[src/rtl/uart_tx_fifo.sv]
// Store-bus UART transmitter: byte stores to TX_ADDR are queued in a small FIFO
// and serialised as 8N1 frames on a registered, glitch-free tx line.
module uart_tx_fifo #(
    parameter int          CLKS_PER_BIT = 868,
    parameter int          FIFO_DEPTH   = 16,
    parameter logic [31:0] TX_ADDR      = 32'hFFFFFFFC
) (
    input  logic        clk,
    input  logic        rst,
    input  logic [31:0] addr,
    input  logic [31:0] wData,
    input  logic [2:0]  size,
    input  logic        wEn,
    output logic        uartFifoFull,
    output logic        tx,
    output logic        txBusy
);
    localparam int CW = (CLKS_PER_BIT > 1) ? $clog2(CLKS_PER_BIT) : 1;
    localparam int AW = $clog2(FIFO_DEPTH);

    localparam logic [1:0] ST_IDLE  = 2'd0;
    localparam logic [1:0] ST_START = 2'd1;
    localparam logic [1:0] ST_DATA  = 2'd2;
    localparam logic [1:0] ST_STOP  = 2'd3;

    localparam logic [CW-1:0] BAUD_LAST  = CW'(CLKS_PER_BIT - 1);
    localparam logic [CW-1:0] BAUD_ONE   = CW'(1);
    localparam logic [CW-1:0] BAUD_ZERO  = CW'(0);
    localparam logic [AW-1:0] PTR_ONE    = AW'(1);
    localparam logic [AW-1:0] PTR_ZERO   = AW'(0);
    localparam logic [AW:0]   CNT_ONE    = (AW+1)'(1);
    localparam logic [AW:0]   CNT_ZERO   = (AW+1)'(0);
    localparam logic [AW:0]   FULL_COUNT = (AW+1)'(FIFO_DEPTH);

    logic [7:0]    mem_r [FIFO_DEPTH];
    logic [AW-1:0] wr_ptr_r;
    logic [AW-1:0] rd_ptr_r;
    logic [AW:0]   count_r;
    logic [1:0]    state_r;
    logic [CW-1:0] baud_r;
    logic [2:0]    bit_idx_r;
    logic [7:0]    shift_r;
    logic          tx_r;

    logic size_ok_s;
    logic push_s;
    logic pop_s;
    logic bit_done_s;
    logic fifo_full_s;
    logic fifo_empty_s;
    logic unused_wdata_s;

    // Only byte, half and word store codes address the data register.
    always_comb begin
        size_ok_s = 1'b0;
        case (size)
            3'b000, 3'b001, 3'b010: size_ok_s = 1'b1;
            default:                size_ok_s = 1'b0;
        endcase
    end

    // Fullness uses the pre-edge count, so a push that meets a pop while full is dropped.
    always_comb begin
        fifo_full_s  = (count_r == FULL_COUNT);
        fifo_empty_s = (count_r == CNT_ZERO);
        bit_done_s   = (baud_r == BAUD_LAST);
        push_s       = wEn && (addr == TX_ADDR) && size_ok_s && !fifo_full_s;
    end

    // A frame is popped from IDLE, or on the last STOP cycle for back-to-back frames.
    always_comb begin
        pop_s = 1'b0;
        case (state_r)
            ST_IDLE: pop_s = !fifo_empty_s;
            ST_STOP: pop_s = bit_done_s && !fifo_empty_s;
            default: pop_s = 1'b0;
        endcase
    end

    // FIFO storage; contents need no reset because the pointers and count do.
    always_ff @(posedge clk) begin
        if (push_s) begin
            mem_r[wr_ptr_r] <= wData[7:0];
        end
    end

    // FIFO pointers and occupancy.
    always_ff @(posedge clk) begin
        if (rst) begin
            wr_ptr_r <= PTR_ZERO;
            rd_ptr_r <= PTR_ZERO;
            count_r  <= CNT_ZERO;
        end else begin
            if (push_s) begin
                wr_ptr_r <= wr_ptr_r + PTR_ONE;
            end
            if (pop_s) begin
                rd_ptr_r <= rd_ptr_r + PTR_ONE;
            end
            case ({push_s, pop_s})
                2'b10:   count_r <= count_r + CNT_ONE;
                2'b01:   count_r <= count_r - CNT_ONE;
                default: count_r <= count_r;
            endcase
        end
    end

    // Frame sequencer: baud counter, bit index and LSB-first shift register.
    always_ff @(posedge clk) begin
        if (rst) begin
            state_r   <= ST_IDLE;
            baud_r    <= BAUD_ZERO;
            bit_idx_r <= 3'd0;
            shift_r   <= 8'h00;
        end else begin
            case (state_r)
                ST_IDLE: begin
                    baud_r    <= BAUD_ZERO;
                    bit_idx_r <= 3'd0;
                    if (pop_s) begin
                        shift_r <= mem_r[rd_ptr_r];
                        state_r <= ST_START;
                    end
                end
                ST_START: begin
                    if (bit_done_s) begin
                        baud_r  <= BAUD_ZERO;
                        state_r <= ST_DATA;
                    end else begin
                        baud_r <= baud_r + BAUD_ONE;
                    end
                end
                ST_DATA: begin
                    if (bit_done_s) begin
                        baud_r  <= BAUD_ZERO;
                        shift_r <= {1'b0, shift_r[7:1]};
                        if (bit_idx_r == 3'd7) begin
                            bit_idx_r <= 3'd0;
                            state_r   <= ST_STOP;
                        end else begin
                            bit_idx_r <= bit_idx_r + 3'd1;
                        end
                    end else begin
                        baud_r <= baud_r + BAUD_ONE;
                    end
                end
                ST_STOP: begin
                    if (bit_done_s) begin
                        baud_r    <= BAUD_ZERO;
                        bit_idx_r <= 3'd0;
                        if (pop_s) begin
                            shift_r <= mem_r[rd_ptr_r];
                            state_r <= ST_START;
                        end else begin
                            state_r <= ST_IDLE;
                        end
                    end else begin
                        baud_r <= baud_r + BAUD_ONE;
                    end
                end
                default: begin
                    state_r   <= ST_IDLE;
                    baud_r    <= BAUD_ZERO;
                    bit_idx_r <= 3'd0;
                end
            endcase
        end
    end

    // Line register: tx follows the state one cycle later so it never glitches.
    always_ff @(posedge clk) begin
        if (rst) begin
            tx_r <= 1'b1;
        end else begin
            case (state_r)
                ST_START: tx_r <= 1'b0;
                ST_DATA:  tx_r <= shift_r[0];
                default:  tx_r <= 1'b1;
            endcase
        end
    end

    assign unused_wdata_s = ^wData[31:8];
    assign tx             = tx_r;
    assign uartFifoFull   = fifo_full_s;
    assign txBusy         = (state_r != ST_IDLE) || !fifo_empty_s;

endmodule

[config.mk]
export PLATFORM = sky130hd
export DESIGN_NAME = uart_tx_fifo
export DESIGN_NICKNAME = d
export VERILOG_FILES = /design/src/rtl/uart_tx_fifo.sv
export SDC_FILE = /design/constraint.sdc
export NUM_CORES = 1
export LEC_CHECK = 0
export BUFFER_PORTS_ARGS = -buffer_cell sky130_fd_sc_hd__buf_2
export CAP_MARGIN = 20
export CORE_ASPECT_RATIO = 1.1
export CORE_UTILIZATION = 59
export DETAILED_ROUTE_END_ITERATION = 7
export HOLD_SLACK_MARGIN = 0.15
export PLACE_DENSITY = 0.84
export SLEW_MARGIN = 20
export SYNTH_ARGS = -nofsm -noshare
export SYNTH_HDL_FRONTEND = slang
export SYNTH_SLANG_ARGS = --single-unit
[constraint.sdc]
create_clock -name clk -period 4.68 [get_ports clk]
set_input_delay 0.936 -clock clk [delete_from_list [all_inputs] [get_ports clk]]
set_output_delay 0.936 -clock clk [all_outputs]
set_load 0.02 [all_outputs]
**Yosys cells after proc, flatten, opt, wreduce, memory -nomap -nowiden**

Memories as Yosys holds them, arrays and structs flattened. A register that Yosys moved wholly into a read port is not among the register bits.
Index checks and enable logic that the tools add are counted.

- Add/subtract/negate cells: 6
- Eq/ne operators: 16
- Multiplexer cells: 25
- Reduce and logical (&&, ||, !) cells: 17

Operator list:

| operator | number |
|---|---|
| 32-bit == test, second input constant | 1 |
| 8-bit two-way mux | 3 |
| 8-bit case mux with 3 select lines | 1 |
| 10-bit case mux with 2 select lines | 1 |
| 10-bit by 1-bit adder with 10-bit output, second input constant | 1 |
| 10-bit == test, second input constant | 1 |
| 10-bit two-way mux | 1 |
| 2-bit two-way mux | 5 |
| 2-bit inequality test, second input constant | 5 |
| 5-bit case mux with 2 select lines | 1 |
| 3-bit two-way mux | 3 |
| 3-bit case mux with 3 select lines | 1 |
| 4-bit by 1-bit adder with 4-bit output, second input constant | 2 |
| 4-bit two-way mux | 2 |
| 2-bit case mux with 4 select lines | 1 |
| 2-bit == test, second input constant | 3 |
| 3-bit OR reduction | 2 |
| 5-bit by 1-bit adder with 5-bit output, second input constant | 1 |
| 5-bit == test, second input constant | 1 |
| 5-bit logical NOT | 1 |
| 5-bit AND reduction | 1 |
| 5-bit by 1-bit subtractor with 5-bit output, second input constant | 1 |
| 2-bit by 1-bit == test with 1-bit output, second input constant | 2 |
| 1-bit logical AND | 4 |
| 13 further kinds | 19 |

- Memory bits (writable): 128
- Register bits: 37
- Output and inout port bits: 3
- Bits of input ports: 70
- Memories: 1
- Logic and storage cells: 73

Memories:

| memory | words | bits a word | rd ports | clocked after Yosys merged registers in | write ports | RTL line | text |
|---|---|---|---|---|---|---|---|
| mem_r | 16 | 8 | 1 | 1 | 1 | 35 | `logic [7:0] mem_r [FIFO_DEPTH];` |

**Logic depth before layout (Yosys ltp)**

- Depth in word-level cells: 7
- Depth in mapped cells: 15
- Depth with buffers taken out: 14

**Least setup slack after synthesis**

Ideal clock, no wire load.

- Path kind: input port to flip-flop
- Start: input size[2]
- End: register count_r[4]
- Stages on the path: 13
- Setup time: 0.128 ns
- Data arrival time: 3.447 ns
- Setup slack: 1.106 ns
- Path through: nand4bb_1 -> nor4_1 -> nand4b_1 -> clkbuf_1 -> ha_1 -> clkbuf_1 -> xor2_1 -> ha_1 -> or3b_2 -> a211o_1 -> a21oi_1 -> xnor2_1 -> nor2_1

- Cells in the longest elaborated chain, start to end: 7

RTL lines:

| element | RTL line | text |
|---|---|---|
| start: declaration | 12 | `input logic [2:0] size,` |
| 3-bit by 1-bit == test with 1-bit output (tied with other cells) | 56 | `case (size)` |
| 3-bit OR reduction * | 56 |  |
| 1-bit two-way mux * | 56 |  |
| 1-bit logical AND * (2 in a row) | 67 | `push_s = wEn && (addr == TX_ADDR) && size_ok_s && !fifo_full_s;` |
| 2-bit by 1-bit == test with 1-bit output or 2-bit == test (tied branches) | 100 | `case ({push_s, pop_s})` |
| 5-bit case mux with 2 select lines or 2-bit nonzero test (tied branches) | -- |  |
| end signal: assignment | 101 | `2'b10: count_r <= count_r + CNT_ONE;` |
| end signal: assignment | 102 | `2'b01: count_r <= count_r - CNT_ONE;` |
| end signal: assignment | 103 | `default: count_r <= count_r;` |
| end: declaration | 38 | `logic [AW:0] count_r;` |

Every way passes the cells marked *; elsewhere a longest branch is shown, timed or not.
A chain may end at the register's enable or synchronous reset.

**Worst setup path after layout**

- Start: register state_r[1]
- End: register count_r[4]

- Cells in the longest elaborated chain, start to end: 4

RTL lines:

| element | RTL line | text |
|---|---|---|
| start: declaration | 39 | `logic [1:0] state_r;` |
| start signal: assignment | 111 | `state_r <= ST_IDLE;` |
| start signal: assignment | 122 | `state_r <= ST_START;` |
| start signal: assignment | 128 | `state_r <= ST_DATA;` |
| 2-bit == test or 2-bit logical NOT (tied branches) | 73 | `case (state_r)` |
| 1-bit case mux with 2 select lines * | 73 |  |
| net pop_s | 47 | `logic pop_s;` |
| 2-bit by 1-bit == test with 1-bit output or 2-bit == test (tied branches) | 100 |  |
| 5-bit case mux with 2 select lines or 2-bit nonzero test (tied branches) | -- |  |

The timed path passes the listed nets; every way through them passes the cells marked *.

==> impl_results.md <==
* CP max-delay cell: or4b_4
* Slowest Stage Delay on Critical Path at roughly 0.51 ns
* Main area contributors after synthesis: edfxtp_1 (53%), dfxtp_1 (11%), mux4_2 (5.0%), mux2i_1 (3.2%), ha_1 (2.8%)
* Final nets at 646
* Sequential fraction of the synthesis area at 64.68%
* Max clock buf depth at 2
* GRT Residual Overflow at 0
* Die area at 12670 um^2
* Top-count cell post-synth: edfxtp_1
* Clock sink count at 169
* Fin. Hold Viols at 0
* Initial antenna violation count at 0
* Worst-margin pin slew at 1.108 ns
* CP arrival at 3.98 ns
* Multi-input gate area at 2354 um^2
* Post-CTS Setup Inserts at 0
* Flop2flop setup slack at 0.99 ns
* Crit path max-delay family: simple AND/OR/NAND/NOR gates
* ANT nets after route at 0
* Max_slew headroom at 25.81%
* Vias in the first global route at 4391
* Die Wd at 107.4 um
* Cell Pwr Density at a little under 400 nW/um^2
* Worst skew pair latency at 0.43 ns
* Post-synth EDFFs at around 130
* Worst setup EP type: flip-flop
* Uppermost layer routed: met4
* Register area at between 4000 and 5000 um^2
* Post-route DRC at 0
* IO Pins at 73
* Routed length per placed instance at 19.57 um
* Synth unique cells at 52
* Status: finished clean
* Fmax at approximately 0.27 GHz
* Max Slew Vio Count at 0
* Vias per cell at 6.118
* Setup Crit Path Kind: reg2reg
* Pin count of the biggest net entering global routing at 52
* Startpoint types: flip-flop
* ANT cells at 0
* Die Ht at 118.0 um
* Synthesized area at 7212 um^2
* Vias post-DR at 4423
* Min Tclk post-route at between 3 and 4 ns
* Initial Util at 61.66%
* HP Class: reg2reg
* Worst hold start: shift_r[2]$_SDFFE_PP0P_
* Syn_nets at 600
* CTS root buf: clkbuf_16
* Hold-fix buffers, CTS at 0
* Primary FF master, synth: edfxtp_1
* Asr flop ratio synth at 0%
* Syn Inst Count at 514
* H-tree depth at 4
* Drt pass-1 iters at 5
* Iteration-0 DRC count of the detailed router at 388
* HPWL after detailed placement at a little under 9 mm
* Final WL at 14.15 mm
* Met3 WL post-DR at 966 um
* Yosys reg bits at around 170
* Area growth syn-to-layout at 13.27%
* Core region area at ~12000 um^2
* Yosys warns at 0
* Final setup vio count at 0
* Tot Pwr at 3.182 mW
* Maximum VDD drop at 0.3471 mV
* Global-route wire length before repair at 22.14 mm
* Worst-path maximum fanout at 8
* Final period utilization at 78.74%
* Clock slew seen by the registers of the worst setup and hold paths at 0.06 ns
* Layout cells sized above 1 at between 20 and 25%
* RSZ-0062 raised after global routing: false
* CP startpoint: state_r[1]$_SDFFE_PP0P_
* Synth top area share at between 50% and 60%
* Metal1 wirelength at 5.380 mm
* Leakage at 2.706 nW
* Worst Path Buf+Inv at 1
* WP data required at just under 5 ns
* Num CTS Buffers at 17
* Avg Synthesized Cell Area at 14.03 um^2
* Routability Congestion at 0.8207
* Fin Setup TNS at 0 ns
* Reg-to-Reg Start: state_r[1]$_SDFFE_PP0P_
* Leading area contributor after synthesis: edfxtp_1
* Critical path cell sequence: ha_1 > or4b_4 > o31ai_4 > nand2_2 > inv_1 > ha_1 > xor2_1 > ha_1 > or3b_2 > a211o_1 > a21oi_1 > xnor2_1 > nor2_1
* Site Rows at slightly above 40
* Fill count at 751
* Resize count post-CTS at 0
* Clk_skew at 0.009143 ns
* Routed wl met2 at between 7 and 8 mm
* Post-synth top cells: edfxtp_1 (128), nor2_1 (44), dfxtp_1 (41), mux2i_1 (23), nand2_1 (20)
* Buffers on Ports at 48
* Most used cell, CP: ha_1
* CTS tree: done
* Max Cap Viol at 0
* Overall Global Routing Usage at 24.01%
power by group:
group / switching, mW / internal [mW] / total [mW]
Combinational: 0.0770 / 0.0463 / 0.123
Sequential: 0.00625 / 1.62 / 1.62
Clock: 0.583 / 0.854 / 1.44
Total: 0.666 / 2.52 / 3.18
final timing paths:
| check | end | depth (start not counted) |
|---|---|---|
| worst max-delay path | count_r[4]$_SDFFE_PP0P_ | 13 |
| worst min-delay path | shift_r[2]$_SDFFE_PP0P_ | 2 |
| worst max register to register | count_r[4]$_SDFFE_PP0P_ | 13 |
| worst min register to register | shift_r[2]$_SDFFE_PP0P_ | 2 |
layout make-up:
type / instances / area share [%]
Timing Repair Buffer: 53 / 3.400
Sequential cell: 169 / 57.18
Clock buffer: 18 / 5.253
Tap cell: 150 / 2.297
Clock inverter: 14 / 2.282
Inverter: 17 / 0.7811
Multi-Input combinational cell: 302 / 28.81
worst reg2reg max path, cell delays in order (launching register included):
cell     delay, ns
dfxtp_1       0.43
ha_1          0.26
or4b_4        0.52
o31ai_4       0.24
nand2_2       0.13
inv_1         0.17
ha_1          0.36
xor2_1        0.12
ha_1          0.25
or3b_2        0.46
a211o_1       0.27
a21oi_1       0.17
xnor2_1       0.14
nor2_1        0.05
stage by stage:
step	instances	cell area, um^2	utilization (%)	worst slack (ns)	hold slack [ns]
3_3_place_gp	691	7550	64.55	0.9593	0.4398
5_1_grt	723	8169	69.84	0.8193	0.4726
4_1_cts	723	8165	69.81	1.015	0.4577
2_1_floorplan	514	7212	-	1.106	0.4275
3_5_place_dp	691	7550	64.55	0.8361	0.4497
6_report	723	8169	69.84	0.9948	0.4590
cell usage in the layout, fill, tap and decap left out, types with 5 or more instances in the layout:
cell,n
or3_1,8
nor4_1,6
a211oi_1,12
mux2_2,10
or2_2,8
inv_1,17
xnor2_1,9
o22ai_1,5
clkbuf_16,17
a21oi_1,19
ha_1,16
nor3_1,10
a2111oi_0,9
edfxtp_1,128
nand2b_1,8
mux4_2,16
xor2_1,7
nor2_1,44
buf_2,48
nand4_1,6
buf_4,5
nor2b_1,13
nand3_1,13
mux2i_1,23
o21ai_0,6
dfxtp_1,38
nand2_1,20
flip-flops by register name, indices dropped and copies added, names as in the netlist, named ones only:
| name | cells |
|---|---|
| rd_ptr_r | 4 |
| bit_idx_r | 3 |
| tx | 1 |
| state_r | 2 |
| baud_r | 10 |
| count_r | 5 |
| mem_r | 128 |
| shift_r | 8 |
| wr_ptr_r | 4 |
per-layer routing:
layer  up-vias  GRT usage [%]
li1       2038              -
met1      2183          28.67
met2       175          41.45
met3        27          6.146
met4         0          9.075
met5         -              0
cells by family after synthesis:
group                    share of synthesized area (%)
buffers and inverters                            2.689
AO/OA/AOI/OAI                                    6.697
flip-flops                                       64.68
adder cells (fa/ha/maj)                          2.776
multiplexers                                     9.906
AND/OR/NAND/NOR                                  11.31
XOR/XNOR                                         1.943
Power figures use the tool's default switching activity.
